==> config.mk <==
export PLATFORM = sky130hd
export DESIGN_NAME = regfile_dumper
export DESIGN_NICKNAME = d
export VERILOG_FILES = /design/src/rtl/regfile_dumper_pkg.sv /design/src/rtl/regfile_dumper.sv
export SDC_FILE = /design/constraint.sdc
export NUM_CORES = 1
export LEC_CHECK = 0
export ABC_AREA = 1
export CAP_MARGIN = 40
export CORE_AREA = 2 2 76 78
export CTS_CLUSTER_SIZE = 40
export DETAILED_ROUTE_END_ITERATION = 8
export DIE_AREA = 0 0 78 80
export HOLD_SLACK_MARGIN = 0.15
export PLACE_DENSITY = 0.67
export SYNTH_ARGS = -nofsm -noshare
export SYNTH_HDL_FRONTEND = slang
export SYNTH_SLANG_ARGS = --single-unit
export TNS_END_PERCENT = 10
==> constraint.sdc <==
create_clock -name clk -period 1.4 [get_ports clk]
set_input_delay 0.21 -clock clk [delete_from_list [all_inputs] [get_ports clk]]
set_output_delay 0.21 -clock clk [all_outputs]
set_load 0.05 [all_outputs]
==> src/rtl/regfile_dumper_pkg.sv <==
// rtl/regfile_dumper_pkg.sv - shared widths and FSM encoding for the register-file dumper
// Contents: default data/address/byte widths and the dumper state encoding.
package regfile_dumper_pkg;

  localparam int NB_DATA_DEF = 32;
  localparam int NB_ADDR_DEF = 5;
  localparam int NB_BYTE_DEF = 8;

  typedef enum logic [1:0] {
    ST_IDLE = 2'd0,
    ST_LOAD = 2'd1,
    ST_SEND = 2'd2,
    ST_DONE = 2'd3
  } state_e;

endpackage

==> src/rtl/regfile_dumper.sv <==
// rtl/regfile_dumper.sv - streams every register of a register file out as bytes, MSB first
// Ports:
//   clk          single clock, all logic on its rising edge
//   i_rst        synchronous active-high reset
//   i_start      begin a dump (only looked at while idle)
//   o_rd_addr    address to the combinational register-file read port
//   i_rd_data    read data for o_rd_addr, same cycle
//   o_tx_data    byte offered downstream
//   o_tx_valid   o_tx_data is valid
//   i_tx_ready   downstream accepts the byte this cycle
//   o_busy       high whenever not idle
//   o_done       one-cycle pulse after the last byte is accepted
module regfile_dumper
  import regfile_dumper_pkg::*;
#(
  parameter int NB_DATA = NB_DATA_DEF,
  parameter int NB_ADDR = NB_ADDR_DEF,
  parameter int NB_BYTE = NB_BYTE_DEF
) (
  input  logic               clk,
  input  logic               i_rst,
  input  logic               i_start,
  output logic [NB_ADDR-1:0] o_rd_addr,
  input  logic [NB_DATA-1:0] i_rd_data,
  output logic [NB_BYTE-1:0] o_tx_data,
  output logic               o_tx_valid,
  input  logic               i_tx_ready,
  output logic               o_busy,
  output logic               o_done
);

  localparam int NBYTES = NB_DATA / NB_BYTE;
  localparam int NB_CNT = (NBYTES > 1) ? $clog2(NBYTES) : 1;
  localparam logic [NB_CNT-1:0]  LAST_BYTE = NB_CNT'(NBYTES - 1);
  localparam logic [NB_ADDR-1:0] LAST_ADDR = {NB_ADDR{1'b1}};

  state_e             state_q, state_d;
  logic [NB_ADDR-1:0] addr_q, addr_d;
  logic [NB_CNT-1:0]  cnt_q, cnt_d;
  logic [NB_DATA-1:0] shift_q, shift_d;
  logic               tx_valid_q, tx_valid_d;
  logic               busy_q, busy_d;
  logic               done_q, done_d;
  logic               tx_xfer;

  assign tx_xfer = tx_valid_q && i_tx_ready;

  always_comb begin
    state_d = state_q;
    addr_d  = addr_q;
    cnt_d   = cnt_q;
    shift_d = shift_q;
    unique case (state_q)
      ST_IDLE: begin
        if (i_start) begin
          addr_d  = '0;
          state_d = ST_LOAD;
        end
      end
      ST_LOAD: begin
        // Snapshot the register now so later writes cannot alter its bytes.
        shift_d = i_rd_data;
        cnt_d   = '0;
        state_d = ST_SEND;
      end
      ST_SEND: begin
        if (tx_xfer) begin
          if (cnt_q != LAST_BYTE) begin
            shift_d = shift_q << NB_BYTE;
            cnt_d   = cnt_q + 1'b1;
          end else if (addr_q != LAST_ADDR) begin
            addr_d  = addr_q + 1'b1;
            state_d = ST_LOAD;
          end else begin
            // Address is left at the last register rather than wrapping.
            state_d = ST_DONE;
          end
        end
      end
      ST_DONE: begin
        state_d = ST_IDLE;
      end
      default: begin
        state_d = ST_IDLE;
      end
    endcase
    // Status outputs are registered from the next state so they line up with it.
    tx_valid_d = (state_d == ST_SEND);
    busy_d     = (state_d != ST_IDLE);
    done_d     = (state_d == ST_DONE);
  end

  always_ff @(posedge clk) begin
    if (i_rst) begin
      state_q    <= ST_IDLE;
      addr_q     <= '0;
      cnt_q      <= '0;
      shift_q    <= '0;
      tx_valid_q <= 1'b0;
      busy_q     <= 1'b0;
      done_q     <= 1'b0;
    end else begin
      state_q    <= state_d;
      addr_q     <= addr_d;
      cnt_q      <= cnt_d;
      shift_q    <= shift_d;
      tx_valid_q <= tx_valid_d;
      busy_q     <= busy_d;
      done_q     <= done_d;
    end
  end

  assign o_rd_addr  = addr_q;
  assign o_tx_data  = shift_q[NB_DATA-1 -: NB_BYTE];
  assign o_tx_valid = tx_valid_q;
  assign o_busy     = busy_q;
  assign o_done     = done_q;

endmodule

==> results of run 1 <==
path summary, 6_finish.rpt:
path | slack, ns | end | cells past startpoint | startpoint
max | -0.008 | o_rd_addr[4] | 10 | o_rd_addr[1]
max reg2reg | -0.008 | o_rd_addr[4] | 10 | o_rd_addr[1]
min | 0.47 | cnt_q[1] | 2 | cnt_q[1]
min reg2reg | 0.47 | cnt_q[1] | 2 | cnt_q[1]
where the power goes:
group	leakage [nW]	switching, mW	internal, mW
sequential	0.364	0.0691	1.35
combinational	0.986	0.420	0.379
clock	0.0548	0.449	0.537
layout make-up:
type                       instances  area [µm²]
fill                             517        2280
multi-input combinational        227        1100
sequential                        44         895
timing repair buffer              69         860
tap                               72        90.1
clock buffer                       5        68.8
inverter                          17        66.3
clock inverter                     3        46.3
stage by stage:
stage,TNS (ns),hold slack [ns],utilization
floorplan,-0.260,0.272,-
global placement,-4.55,0.443,0.535
detailed placement,-5.09,0.460,0.535
CTS,-0.0265,0.474,0.561
global route,-0.743,0.504,0.578
finish,-0.00803,0.471,0.578
layer usage:
layer  wire length, µm  track usage  vias to the layer above
li1                  -            -                     1071
met1              2260        0.194                      916
met2              2400        0.286                       44
met3               208       0.0373                        7
met4                61       0.0439                        0
met5                 0            0                        -
repair_timing:
action	CTS	global route
setup endpoints to repair	6	39
buffers inserted	0	2
hold buffers	0	0
resized for setup	6	26
pin swaps	7	6
cell families (layout without fill, tap and decap cells):
group | count (synthesis) | count (layout) | synth area share
compound gates | 52 | 52 | 0.126
fa+ha+maj | 3 | 3 | 0.0181
buf+inv | 40 | 94 | 0.104
flops | 44 | 44 | 0.424
simple gates | 172 | 172 | 0.328
flip-flops by register name, indices dropped and copies added, names as in the netlist:
signal / cells
shift_q: 32
o_rd_addr: 5
cnt_q: 2
state_q: 2
o_busy: 1
o_done: 1
o_tx_valid: 1
placed cells by master, fill, tap and decap left out, types with 5 or more instances in the layout:
master	count
nand2_1	93
nor2_1	53
dfxtp_1	37
clkdlybuf4s50_1	35
o21ai_0	32
buf_12	20
buf_4	13
inv_1	12
nor2_2	12
a21oi_1	8
a21oi_2	7
clkbuf_8	5
dfxtp_2	5
worst max-delay path: stages, from the launching register on:
cell	delay, ns
dfxtp_4	0.36
ha_4	0.16
nand2_4	0.05
nor2_2	0.05
ha_4	0.17
nor2_4	0.10
a21oi_2	0.08
nor2_4	0.16
nand2_1	0.07
nand2_1	0.05
nor2_1	0.03
==> impl_metrics.toml, run 1 <==
[cts]
clock_path_buffers = 2
insertion_delay_ns = 0.30
clk_root_buffer_cell = "clkbuf_8"
cts_tree = "built"
cts_buffers = 5
cts_num_sinks = 44
path_clk_slew_ns = 0.08
h-tree-depth = 2

[timing]
rsz0062_at_grt = "true"
worst_slack_ns = -0.00803
fin_skew_ns = 0.00618
fin_crit_sh = 1.01
worst_pin_slew_ns = 0.439
finalSetupViolCount = 1
finalHoldViolations = 0
clock.fmax_ghz = 0.710
relSlewSlack = 0.704
period_minus_slack_ns = 1.41
finalMaxSlewViolations = 0

[floorplanning]
io_pins = 52
num_rows = 27
core-area_mm2 = 0.00541
dieArea_mm2 = 0.00624
initial_core_util = 0.384
die_h_um = 80
die_width_um = 78

[layout]
nNetsFinal = 403
area_growth_pct = 50.4
fin_area_mm2 = 0.00312
drive_gt1_frac = 0.236
n_antenna_cell = 0
instances_no_fill = 437

[synthesis]
synth_edf_count = 0
yosys.area.top_type = "dfxtp_1"
synthArstFlopShare = 0
ys.flop_type = "dfxtp_1"
yosysSeqAreaShare = 0.424
yosys_warnings = 0
synth_area_mm2 = 0.00208
synth_commonest_cells = "95 x nand2_1, 66 x nor2_1, 44 x dfxtp_1"
synth_most_common_cell = "nand2_1"
avgSynthCellArea_um2 = 6.67
synth-seq-cells = 44
synth_top_area_frac = 0.424
syn_inst = 311
synth_nets = 350
synth.area.top_cells = "dfxtp_1 42%, nand2_1 17%, nor2_1 12%"
synth_cell_type_count = 23

[worst_setup_path]
cp-start-kind = "flop"
cp_max_fo = 5
endpoint_kind = "flop"
arrival_ns = 1.58
criticalPathCategory = "flop to flop"
worstPathRequired_ns = 1.58

[power]
peakVddDrop_mv = 0.705
total_power_mw = 3.20
p_leak_nw = 1.41
powerDensity_mw_per_mm2 = 1030

[outcome]
failed_checks = "negative setup slack"
status = "finished with violations"

[detailed_routing]
wl_per_cell_um = 11.3
first_iter_violations = 78
routed_wl_um = 4930
ant_nets = 0
drcViolationCount = 0
vias_per_cell = 4.66
vias = 2038
first_pass_iters = 4

[global_routing]
grt_max_degree = 34
grt-ovfl-total = 0
antenna_found_initial = 0
grt_pass1_vias = 1951
grt_first_pass_wirelength_um = 8110
grt_usage = 0.161

[placement]
placed_area_mm2 = 0.00289
io_buffers = 51
place_inst = 427
dpl_worst_slack_ns = -0.163
hpwl_um = 3320
place_congestion = 0.793

[run]
max_cap_violations = 0

[worst_hold_path]
hold_class = "flop to flop"
No activity file was read; power rests on OpenSTA's default activity.
==> run 2: changes to the inputs <==
--- a/config.mk
+++ b/config.mk
@@ -8,9 +8,10 @@
 export ABC_AREA = 1
 export CAP_MARGIN = 40
 export CORE_AREA = 2 2 76 78
-export CTS_CLUSTER_SIZE = 40
+export CTS_CLUSTER_SIZE = 28
 export DETAILED_ROUTE_END_ITERATION = 8
 export DIE_AREA = 0 0 78 80
+export GPL_TIMING_DRIVEN = 0
 export HOLD_SLACK_MARGIN = 0.15
 export PLACE_DENSITY = 0.67
 export SYNTH_ARGS = -nofsm -noshare
==> impl_metrics.toml, run 2 (synthesis gave the netlist of run 1 again) <==
[outcome]
status = "finished with violations"
failed_checks = "negative setup slack"

[worst_setup_path]
r2r-start = "o_rd_addr[0]"
worstPathRequired_ns = 1.58
cp-start-kind = "flop"
cp_max_fo = 6
cp_num_buf_inv = 0
path_cells = "ha_4 > nand2_2 > nor2_2 > ha_2 > nor2_4 > a21oi_2 > nor2_4 > nand2_1 > nand2_1 > nor2_1"
criticalPathCategory = "flop to flop"
crit_path_top_delay_cell = "dfxtp_4"
slowest_delay_ns = 0.37
endpoint_kind = "flop"
rrSetupSlack_ns = -0.09
crit_start = "o_rd_addr[0]"
r2r_end = "o_rd_addr[1]"
critical_path.top_delay_family = "simple AND/OR/NAND/NOR gates"
arrival_ns = 1.67
rr_worst_depth = 10

[detailed_routing]
wl_per_cell_um = 11.0
first_iter_violations = 89
first_pass_iters = 4
ant_nets = 0
routed_wl_um = 4870
vias_per_cell = 4.54
vias = 2011
drcViolationCount = 0

[layout]
largest_register_ffs = 32
drive_gt1_frac = 0.191
n_antenna_cell = 0
layout_common_cells = "94 x nand2_1, 63 x nor2_1, 37 x dfxtp_1, 35 x clkdlybuf4s50_1, 34 x o21ai_0"
area_growth_pct = 37.7
top_register = "shift_q"
nNetsFinal = 409
ff_latch_area_um2 = 895
n_fill_cell = 579
final_common_cell = "nand2_1"
multi_input_area_mm2 = 0.00105

[floorplanning]
initial_core_util = 0.384
die_h_um = 80
core-area_mm2 = 0.00541
die_width_um = 78
num_rows = 27
io_pins = 52
dieArea_mm2 = 0.00624

[cts]
clock_path_buffers = 2
cts_tree = "built"
postCtsHoldBufs = 0
cts_num_sinks = 44
clk_root_buffer_cell = "clkbuf_8"
h-tree-depth = 2
cts_buffers = 5
path_clk_slew_ns = 0.09
insertion_delay_ns = 0.31

[worst_hold_path]
hold_end = "cnt_q[0]"
hp-start = "cnt_q[0]"
hold_class = "flop to flop"
holdPathStages = 1

[timing]
fin_skew_ns = 0.00773
timing.hold.ws_ns = 0.459
period_minus_slack_ns = 1.49
worst_slack_ns = -0.0892
finalSetupViolCount = 7
worst_pin_slew_ns = 0.482
clock.fmax_ghz = 0.672
finalMaxSlewViolations = 0
finalHoldViolations = 0
fin_crit_sh = 1.06
relSlewSlack = 0.676
rsz0062_at_grt = "true"

[global_routing]
antenna_found_initial = 0
grt-ovfl-total = 0
grt_max_degree = 16
grt_first_pass_wirelength_um = 8140
grt_pass1_vias = 1847
grt_usage = 0.161

[placement]
place_congestion = 0.779
io_buffers = 51
hpwl_um = 3400

[power]
powerDensity_mw_per_mm2 = 1020
p_leak_nw = 1.33
total_power_mw = 2.91
peakVddDrop_mv = 0.431

[run]
max_cap_violations = 0
[run 2: where the power goes]
| group | total [mW] | internal (mW) | switching [mW] |
|---|---|---|---|
| Combinational | 0.682 | 0.284 | 0.399 |
| Sequential | 1.41 | 1.35 | 0.0576 |
| Clock | 0.826 | 0.354 | 0.472 |
| Total | 2.91 | 1.99 | 0.929 |
[run 2: stage by stage]
stage | util | setup slack (ns) | area [µm²] | instances | setup TNS (ns)
3_3_place_gp | 0.502 | -0.304 | 2710 | 434 | -9.15
4_1_cts | 0.521 | -0.0817 | 2810 | 442 | -0.449
5_1_grt | 0.529 | -0.179 | 2860 | 443 | -1.81
3_5_place_dp | 0.502 | -0.294 | 2710 | 434 | -9.32
2_1_floorplan | - | -0.0611 | 2110 | 311 | -0.260
6_report | 0.529 | -0.0892 | 2860 | 443 | -0.402
[run 2: worst register-to-register path, stage by stage, from the launching register on]
cell and delay [ns]:
dfxtp_4 0.37, ha_4 0.16, nand2_2 0.07, nor2_2 0.04, ha_2 0.20, nor2_4 0.10, a21oi_2 0.08, nor2_4 0.17
nand2_1 0.08, nand2_1 0.05, nor2_1 0.03
[run 2: how the worst max path moves through the flow]
stage,end,slack (ns),cells after the start
2_1_floorplan,o_rd_addr[1],-0.06,10
3_3_place_gp,shift_q[5],-0.30,9
3_5_place_dp,shift_q[7],-0.29,9
4_1_cts,o_rd_addr[1],-0.08,10
5_1_grt,o_rd_addr[4],-0.18,10
6_report,o_rd_addr[1],-0.09,10
[run 2: final cells by class]
class | instances | share of cell area
Clock buffer | 5 | 0.0241
Tap cell | 72 | 0.0315
Buffer | 23 | 0.0582
Inverter | 17 | 0.0241
Sequential cell | 44 | 0.313
Timing Repair Buffer | 52 | 0.175
Multi-Input combinational cell | 227 | 0.366
Clock inverter | 3 | 0.00832
[run 2: timing repair]
action	CTS	global route
pin swaps	1	9
setup buffers	0	1
endpoints found under the setup margin	53	41
gates resized for setup	38	21
[run 2: layer usage]
layer / GRT usage / up-vias / share of wire
li1: - / 1085 / -
met1: 0.208 / 874 / 0.48
met2: 0.267 / 47 / 0.46
met3: 0.0238 / 5 / 0.039
met4: 0.0737 / 0 / 0.017
met5: 0 / - / 0
